`config.mk`:
```
export PLATFORM = sky130hd
export DESIGN_NAME = rvm_shift_dispatch
export DESIGN_NICKNAME = d
export VERILOG_FILES = /design/src/rtl/rvm_shift_dispatch_pkg.sv /design/src/rtl/rvm_shift_dispatch.sv
export SDC_FILE = /design/constraint.sdc
export NUM_CORES = 1
export LEC_CHECK = 0
export ABC_AREA = 1
export CORE_MARGIN = 8
export CORE_UTILIZATION = 43
export DETAILED_ROUTE_END_ITERATION = 10
export PLACE_DENSITY = 0.81
export SKIP_LAST_GASP = 1
export SYNTH_ARGS = -nofsm -noshare
export SYNTH_HDL_FRONTEND = slang
export SYNTH_SLANG_ARGS = --single-unit
```
`constraint.sdc`:
```
create_clock -name clk -period 6.4 [get_ports clk]
set_input_delay 1.28 -clock clk [delete_from_list [all_inputs] [get_ports clk]]
set_output_delay 1.28 -clock clk [all_outputs]
set_load 0.02 [all_outputs]
```
`src/rtl/rvm_shift_dispatch_pkg.sv`:
```
// Shared encodings and payload types for the shift issue stage.
package rvm_shift_dispatch_pkg;

    localparam int unsigned DATA_W  = 32;
    localparam int unsigned SHAMT_W = 5;
    localparam int unsigned OP_W    = 2;
    localparam int unsigned CNT_W   = 8;

    // Shifter op encodings, shared with the rvm_shift datapath.
    typedef enum logic [OP_W-1:0] {
        RVM_SHIFT_NOP = 2'b00,
        RVM_SHIFT_SLL = 2'b01,
        RVM_SHIFT_SRL = 2'b10,
        RVM_SHIFT_SRA = 2'b11
    } shift_op_e;

    typedef enum logic [1:0] {
        RVM_SDISP_IDLE = 2'b00,
        RVM_SDISP_EXEC = 2'b01,
        RVM_SDISP_RESP = 2'b10
    } sdisp_state_e;

    typedef struct packed {
        shift_op_e            op;
        logic [DATA_W-1:0]    lhs;
        logic [SHAMT_W-1:0]   rhs;
    } shift_req_t;

endpackage

```
`src/rtl/rvm_shift_dispatch.sv`:
```
// Issue stage in front of the combinational shifter: registers one request,
// drives the shifter only while executing, and holds the result for writeback.
module rvm_shift_dispatch
    import rvm_shift_dispatch_pkg::*;
#(
    parameter int unsigned TIMEOUT = 15
) (
    input  logic                clk,
    input  logic                reset,
    input  logic                flush,
    input  logic                req_valid,
    output logic                req_ready,
    input  logic [OP_W-1:0]     req_op,
    input  logic [DATA_W-1:0]   req_lhs,
    input  logic [SHAMT_W-1:0]  req_rhs,
    output logic [DATA_W-1:0]   shf_lhs,
    output logic [SHAMT_W-1:0]  shf_rhs,
    output logic [OP_W-1:0]     shf_op,
    input  logic                shf_valid,
    input  logic [DATA_W-1:0]   shf_result,
    output logic                rsp_valid,
    input  logic                rsp_ready,
    output logic [DATA_W-1:0]   rsp_result,
    output logic                rsp_error
);

    localparam logic [CNT_W-1:0] TMO_LIM = CNT_W'(TIMEOUT);

    sdisp_state_e     state;
    shift_req_t       shf_q;
    logic [CNT_W-1:0] tmo_cnt;
    logic [CNT_W-1:0] tmo_inc;

    assign tmo_inc = tmo_cnt + CNT_W'(1);

    // Operand register doubles as the shifter drive; it is zero outside EXEC.
    assign shf_op  = shf_q.op;
    assign shf_lhs = shf_q.lhs;
    assign shf_rhs = shf_q.rhs;

    always_ff @(posedge clk or posedge reset) begin
        if (reset) begin
            state      <= RVM_SDISP_IDLE;
            shf_q      <= '0;
            tmo_cnt    <= '0;
            req_ready  <= 1'b1;
            rsp_valid  <= 1'b0;
            rsp_result <= '0;
            rsp_error  <= 1'b0;
        end else if (flush) begin
            state     <= RVM_SDISP_IDLE;
            shf_q     <= '0;
            tmo_cnt   <= '0;
            req_ready <= 1'b1;
            rsp_valid <= 1'b0;
        end else begin
            case (state)
                RVM_SDISP_IDLE: begin
                    if (req_valid) begin
                        req_ready <= 1'b0;
                        if (shift_op_e'(req_op) == RVM_SHIFT_NOP) begin
                            state      <= RVM_SDISP_RESP;
                            rsp_valid  <= 1'b1;
                            rsp_result <= '0;
                            rsp_error  <= 1'b0;
                        end else begin
                            state     <= RVM_SDISP_EXEC;
                            tmo_cnt   <= '0;
                            shf_q.op  <= shift_op_e'(req_op);
                            shf_q.lhs <= req_lhs;
                            shf_q.rhs <= req_rhs;
                        end
                    end
                end
                RVM_SDISP_EXEC: begin
                    if (shf_valid) begin
                        state      <= RVM_SDISP_RESP;
                        shf_q      <= '0;
                        rsp_valid  <= 1'b1;
                        rsp_result <= shf_result;
                        rsp_error  <= 1'b0;
                    end else begin
                        tmo_cnt <= tmo_inc;
                        // Give up once this cycle brings the wait to the limit.
                        if (tmo_inc == TMO_LIM) begin
                            state      <= RVM_SDISP_RESP;
                            shf_q      <= '0;
                            rsp_valid  <= 1'b1;
                            rsp_result <= '0;
                            rsp_error  <= 1'b1;
                        end
                    end
                end
                RVM_SDISP_RESP: begin
                    if (rsp_ready) begin
                        state     <= RVM_SDISP_IDLE;
                        rsp_valid <= 1'b0;
                        req_ready <= 1'b1;
                    end
                end
                default: begin
                    state     <= RVM_SDISP_IDLE;
                    shf_q     <= '0;
                    req_ready <= 1'b1;
                    rsp_valid <= 1'b0;
                end
            endcase
        end
    end

endmodule
```
**Yosys cells after proc, flatten, opt, wreduce, memory -nomap -nowiden**

Cells that the tools add are included.

- Word-level logic and storage cells: 73
- Bits in registers: 84
- Input bits: 77

- $add $sub $neg: 1
- Multiplexer cells: 38
- Reduce and logical (&&, ||, !) cells: 10
- Eq/ne operators: 14
- Bitwise gates (word level): 1

Operators by type and width:

| kind | count |
|---|---|
| 39-bit two-way mux | 5 |
| 32-bit two-way mux | 4 |
| 39-bit one-hot mux with 3 select lines | 1 |
| 32-bit one-hot mux with 2 select lines | 1 |
| 8-bit two-way mux | 4 |
| 3-bit != test (second input constant) | 6 |
| 8-bit one-hot mux with 2 select lines | 1 |
| 1-bit two-way mux | 12 |
| 2-bit two-way mux | 6 |
| 4-bit AND reduction | 3 |
| 8-bit by 1-bit adder with 8-bit output (second input constant) | 1 |
| 8-bit by 4-bit equality test with 1-bit output (second input constant) | 1 |
| 2-bit != test (second input constant) | 4 |
| 1-bit one-hot mux with 3 select lines | 2 |
| 2-bit one-hot mux with 3 select lines | 1 |
| 3-bit AND reduction | 2 |
| 5-bit AND reduction | 1 |
| 2-bit logical NOT | 2 |
| 4-bit != test (second input constant) | 1 |
| 3-bit nonzero test | 1 |
| 2-bit by 1-bit equality test with 1-bit output (second input constant) | 1 |
| 2-bit equality test (second input constant) | 1 |
| 1-bit one-hot mux with 2 select lines | 1 |
| 2-bit nonzero test | 1 |
| 1-bit inverter | 1 |

**Longest topological paths before layout**

Gate-level depths: netlist of run 1.

- Depth in word-level cells: 6
- Mapped depth: 13
- Mapped depth without buffers: 11

**Worst setup path after synthesis of run 1**

OpenSTA, ideal clock, no wires.

- Kind: input to register
- Start point: input port flush
- End point: register shf_q, in the netlist shf_lhs[0]
- Data arrival time: 2.342 ns
- Buffers on the path: 1
- Slack: 3.928 ns
- Stages on the path: 8
- Required time: 6.270 ns
- Path through: inv_1 > nand2_1 > nor2_2 > a21boi_0 > nor2_1 > nand2_2 > clkbuf_1 > o21ai_0

- Longest elaborated chain between the ends: 2
- Elaborated cells between the ends (all ways): 6

RTL lines:

| what | line | text |
|---|---|---|
| start: declaration | rvm_shift_dispatch.sv:10 | `input logic flush,` |
| 4-bit != test (no line) (tied with other cells) | -- |  |
| 4-bit AND reduction (no line) | -- |  |
| end: declaration | rvm_shift_dispatch.sv:30 | `shift_req_t shf_q;` |

Several ways; a longest one is shown, not always the timed one.
A chain may end at the register's enable or synchronous reset.

**Worst setup path in the final report of run 1**

- Start point: input port flush
- End point: register shf_q, in the netlist shf_lhs[22]

Same word-level chain as after synthesis.

==> flow_summary.yaml, run 1 <==
outcome:
  status: "completed"
timing:
  final_max_slew_viol_count: 0
  finalSetupViolations: 0
  rsz0062_at_grt: "no"
  maxClockFrequency_mhz: 267
  relSlewSlack_pct: 19.4
  fin_crit_sh_pct: 58.5
  tns_ns: 0
  period_needed_ns: 3.75
  finalHoldViolations: 0
  worst_pin_slew_ns: 1.21
  finClkSkew_ns: 0.0119
cells_and_area:
  fin_area_mm2: 0.00537
  multiInputGateArea_mm2: 0.00131
  finalNonFillerCells: 669
  fill_cells: 666
  area_growth_pct: 48.1
  antenna_cells: 0
  post-route-util_pct: 65.4
  final_nets: 638
  seq_area_mm2: 0.00210
  drive_gt1_share_pct: 6.03
drt:
  via_per_inst: 5.00
  ant_nets: 0
  wl_um: 10300
  wl_per_cell_um: 15.4
  drcViolationCount: 0
  via_count: 3345
  dr.pass1.iters: 4
  drt_iter0_drc: 210
synth:
  synth_compound_area_share_pct: 13.3
  syn_nets: 497
  synth-simple-area-share_pct: 22.2
  synth_top_area_share_pct: 57.3
  syn_inst: 418
  synth_seq_cells: 84
  synth_top_flop_cell: "dfrtp_1"
  synth_top_area_cell: "dfrtp_1"
  synthArstFlopShare_pct: 100
  yosys_warnings: 0
  muxShareOfSynthArea_pct: 0
  synth_edf_count: 0
  ys_top_cells_by_area: "dfrtp_1, nand2_1, o21ai_0, o21ai_1, inv_1"
  synth_xor_xnor_area_share_pct: 0
  syn_area_per_cell_um2: 8.67
  synth.most_common_cell: "nand2_1"
  yosys-top-cells-count: "nand2_1, dfrtp_1, o21ai_0"
  yosysUniqueCellTypes: 25
  synth_top_family_by_area: "simple AND/OR/NAND/NOR gates"
  synth_area_mm2: 0.00363
  ys_seq_area_share_pct: 58.0
  synth_adder_area_share_pct: 0.690
floorplan:
  rows: 33
  fp.dieArea_mm2: 0.0116
  io_pins: 151
  die_w_um: 108
  start_util_pct: 44.1
  core_area_mm2: 0.00822
  die_h_um: 108
placement:
  place_area_mm2: 0.00514
  dpl.hpwl_um: 7530
  place_inst: 653
  port_buffers: 150
  gp_congestion: 0.862
worst_setup_path:
  critPathLaunch: "flush"
  crit_type: "in2reg"
  path_buf_inv: 3
  worstPathMaxFanout: 78
  worstPathRequired_ns: 6.57
  crit_path_end_kind: "flop"
  path_delay_family: "simple AND/OR/NAND/NOR gates"
  cpMaxStageDelayCell: "nand2_2"
  cpPeakStageDelay_ns: 0.82
  r2r_start: "state[1]$_DFFE_PP0P_"
  crit_arrival_ns: 3.91
  cp_cell_sequence: "clkdlybuf4s50_1, inv_1, nand2_1, nor2_2, buf_4, a21boi_0, nor2_1, nand2_2, o21ai_0"
  crit_path_start_kind: "input port"
global_routing:
  grt_first_pass_wirelength_um: 16400
  antenna_found_initial: 0
  track_usage_pct: 17.7
  grt_max_degree: 85
  grt_pass1_vias: 3243
  grt_overflow_total: 0
cts:
  cts_root_buf: "clkbuf_8"
  numCtsBuffers: 9
  cts_hold_buf: 0
  clock_path_buffers: 2
  clk_pin_slew_ns: 0.08
  cts_tree: "done"
  cts.sinks: 84
  clock_latency_ns: 0.35
  htree_levels: 3
  post_cts_buffers: 0
  cts_resized: 0
worst_hold_path:
  min_path_type: "reg2reg"
  worstHoldStart: "rsp_result[12]$_DFFE_PP0P_"
pwr:
  power.leakage_nw: 2.26
  ir_drop_v: 0.000116
  totalPowerFinal_mw: 1.63
  powerDensity_mw_per_mm2: 304
run:
  cap_violations: 0
## through the flow
step	hold slack [ns]	setup slack, ns
after global routing	0.515	2.31
after floorplan	0.524	2.96
final	0.484	2.65
after CTS	0.487	2.63
after global placement	0.461	2.50
after detailed placement	0.469	2.32
## worst register-to-register path: stages (launching register included)
cell	delay (ns)
dfrtp_1	0.40
inv_1	0.12
nand2_1	0.12
nor2_2	0.10
buf_4	0.38
a21boi_0	0.33
nor2_1	0.09
nand2_2	0.82
o21ai_0	0.25
## power by group
group / total (mW) / internal (mW) / switching, mW
clock network: 0.426 / 0.232 / 0.194
logic: 0.532 / 0.235 / 0.297
registers: 0.672 / 0.620 / 0.0520
## cell families after synthesis
| group | after synthesis |
|---|---|
| AO/OA/AOI/OAI | 90 |
| adder cells (fa/ha/maj) | 2 |
| buffers and inverters | 42 |
| flip-flops | 84 |
| AND/OR/NAND/NOR | 200 |
## final cells by class
| type | instances | share of cell area (%) |
|---|---|---|
| clock inverter | 5 | 1.56 |
| tap | 105 | 2.45 |
| clock buffer | 11 | 2.63 |
| inverter | 19 | 1.35 |
| timing repair buffer | 153 | 28.4 |
| sequential | 84 | 39.2 |
| multi-input combinational | 292 | 24.5 |
## state kept, by name (all words and copies together) (netlist names)
| signal | count |
|---|---|
| tmo_cnt | 8 |
| shf_lhs | 32 |
| req_ready | 1 |
| rsp_error | 1 |
| state | 2 |
| shf_op | 2 |
| rsp_result | 32 |
| shf_rhs | 5 |
| rsp_valid | 1 |
## final timing paths
check,endpoint,slack [ns],cells past startpoint
min reg2reg,rsp_result[12]$_DFFE_PP0P_,0.48,2
max reg2reg,shf_lhs[22]$_DFFE_PP0P_,3.62,8
min,rsp_result[12]$_DFFE_PP0P_,0.48,2
max in group asynchronous,rsp_error$_DFFE_PP0P_,4.15,3
min in group asynchronous,shf_lhs[14]$_DFFE_PP0P_,1.58,3
max,shf_lhs[22]$_DFFE_PP0P_,2.65,9
## routing by layer
| layer | vias to the layer above | share of wire [%] | global-route usage, % |
|---|---|---|---|
| li1 | 1624 | - | - |
| met2 | 126 | 48 | 28.9 |
| met3 | 14 | 8.3 | 4.37 |
| met5 | - | 0 | 0 |
| met1 | 1581 | 42 | 21.9 |
| met4 | 0 | 1.9 | 7.53 |
## placed cells by master (no fill, tap or decap), types with 5 or more instances in the layout
cell,netlist,final
clkbuf_8,0,10
nand2_1,166,166
nor2_1,11,10
o21ai_0,51,51
inv_1,19,18
dfrtp_1,83,83
o21ai_2,5,5
o21ai_1,23,23
nand3_1,12,12
clkdlybuf4s50_1,0,150
Power figures use the tool's default switching activity.
==> inputs of run 2 (changes only) <==
- CORE_UTILIZATION: 43 -> 39
- PLACE_DENSITY: 0.81 -> 0.77
- clock period: 6.4 -> 3.41 ns (I/O delays scaled with it)
==> run 2 against run 1 <==
Effect of this change: first-iteration DRC count is 20% higher; worst setup slack got worse by 1.5 ns; non-clock buffer count is 3 higher; utilization shrank 5.9 points; register-to-register slack got worse by 2.5 ns; largest cell class unchanged; combinational power increased by 94%; via count is 0.93% lower; cell count increased by 1.3%; flip-flop and latch count stayed put; clock power is 87% higher; clock skew about the same.
==> flow_summary.yaml, run 2 (synthesized netlist as in run 1, its figures left out) <==
worst_setup_path:
  cpMostUsedCell: "nand2_1"
  cp_cell_sequence: "ha_1, nand3_1, o21bai_1, nand2_1, nor2_2, nand3_2, nand2_1, nand3_2, buf_12, nand2_1, o21ai_0"
  crit_path_end_kind: "flop"
  crit_arrival_ns: 2.47
  r2r_start: "tmo_cnt[1]$_DFFE_PP0P_"
  r2r_cells: 11
  worstPathMaxFanout: 48
  cpPeakStageDelay_ns: 0.42
  cpMaxStageDelayCell: "dfrtp_1"
  path_buf_inv: 1
  r2r-end: "rsp_result[5]$_DFFE_PP0P_"
  worstPathRequired_ns: 3.63
  path_delay_family: "simple AND/OR/NAND/NOR gates"
  reg2reg_slack_ns: 1.16
  crit_type: "reg2reg"
  crit_path_start_kind: "flop"
timing:
  maxClockFrequency_mhz: 444
  tns_ns: 0
  fin_ws_ns: 1.16
  rsz0062_at_grt: "no"
  finalSetupViolations: 0
  period_needed_ns: 2.25
  relSlewSlack_pct: 56.8
  worst_pin_slew_ns: 0.647
  final_max_slew_viol_count: 0
  finalHoldViolations: 0
  fin_crit_sh_pct: 66.1
  finClkSkew_ns: 0.0123
cells_and_area:
  layout_commonest_cell: "nand2_1"
  fill_cells: 833
  fin_area_mm2: 0.00544
  post-route-util_pct: 59.4
  drive_gt1_share_pct: 6.53
  final_nets: 641
  area_growth_pct: 50.0
  antenna_cells: 0
  final_cell_mix: "nand2_1, clkdlybuf4s50_1, dfrtp_1"
drt:
  drt_iter0_drc: 251
  ant_nets: 0
  dr.pass1.iters: 4
  wl_um: 10000
  via_per_inst: 4.89
  drcViolationCount: 0
  via_count: 3314
  wl_per_cell_um: 14.8
worst_hold_path:
  worstHoldStart: "shf_lhs[22]$_DFFE_PP0P_"
  min_to: "shf_lhs[22]$_DFFE_PP0P_"
  min_path_type: "reg2reg"
  hold_depth: 2
cts:
  clock_path_buffers: 2
  post_cts_buffers: 0
  cts_root_buf: "clkbuf_8"
  cts_tree: "done"
  cts_hold_buf: 0
  cts.sinks: 84
  clk_pin_slew_ns: 0.08
  clock_latency_ns: 0.35
  htree_levels: 3
  numCtsBuffers: 9
  cts_resized: 0
global_routing:
  antenna_found_initial: 0
  track_usage_pct: 16.0
  grt_pass1_vias: 3347
  grt_overflow_total: 0
  grt_first_pass_wirelength_um: 16500
  grt_max_degree: 79
floorplan:
  die_w_um: 112
  die_h_um: 112
  start_util_pct: 39.6
  core_area_mm2: 0.00915
  rows: 35
  fp.dieArea_mm2: 0.0126
  io_pins: 151
run:
  cap_violations: 0
pwr:
  ir_drop_v: 0.000278
  powerDensity_mw_per_mm2: 566
  totalPowerFinal_mw: 3.08
  power.leakage_nw: 2.29
placement:
  port_buffers: 150
  gp_congestion: 0.897
  place_area_mm2: 0.00521
  pre_cts_slack_ns: 0.882
  dpl.hpwl_um: 7610
outcome:
  status: "completed"
==> run 2: final cells by class <==
| type | instances | area [um2] | share of cell area, % |
|---|---|---|---|
| multi-input combinational | 292 | 1310 | 24.2 |
| tap | 111 | 139 | 2.55 |
| clock inverter | 5 | 85.1 | 1.56 |
| sequential | 84 | 2100 | 38.7 |
| timing repair buffer | 156 | 1580 | 29.1 |
| inverter | 19 | 72.6 | 1.33 |
| clock buffer | 11 | 141 | 2.60 |
==> run 2: power breakdown <==
group | leakage (nW) | total [mW] | internal, mW | switching, mW
logic | 1.04 | 1.03 | 0.461 | 0.564
clock network | 0.110 | 0.795 | 0.436 | 0.360
registers | 1.14 | 1.26 | 1.16 | 0.0964
==> run 2: routing by layer <==
metal	vias to the layer above	part of all wire, %	track usage [%]
met1	1565	42	18.5
met5	-	0	0
met4	0	1.2	4.95
met3	13	6.5	4.83
met2	101	50	27.6
li1	1635	-	-
==> run 2: metrics by stage <==
stage / hold slack (ns) / cells
4_1_cts: 0.494 / 678
5_1_grt: 0.507 / 678
3_3_place_gp: 0.466 / 662
6_report: 0.488 / 678
2_1_floorplan: 0.524 / 418
3_5_place_dp: 0.474 / 662
==> run 2: worst max-delay path by stage <==
stage	slack [ns]	end	depth (start not counted)	start
2_1_floorplan	0.56	rsp_error$_DFFE_PP0P_	1	reset
3_3_place_gp	0.97	rsp_result[6]$_DFFE_PP0P_	7	req_op[0]
3_5_place_dp	0.88	rsp_result[5]$_DFFE_PP0P_	6	req_op[0]
4_1_cts	1.11	rsp_result[5]$_DFFE_PP0P_	10	tmo_cnt[1]$_DFFE_PP0P_
5_1_grt	0.91	rsp_result[5]$_DFFE_PP0P_	10	tmo_cnt[1]$_DFFE_PP0P_
6_report	1.16	rsp_result[5]$_DFFE_PP0P_	11	tmo_cnt[1]$_DFFE_PP0P_
==> run 2: worst reg2reg max path: cells and delay by family (launching register included) <==
family	cells	cell delay [ns]
and+or+nand+nor	7	0.92
DFF	1	0.42
buffers and inverters	1	0.33
adders and majority gates	1	0.24
AOI/OAI and AO/OA	2	0.22
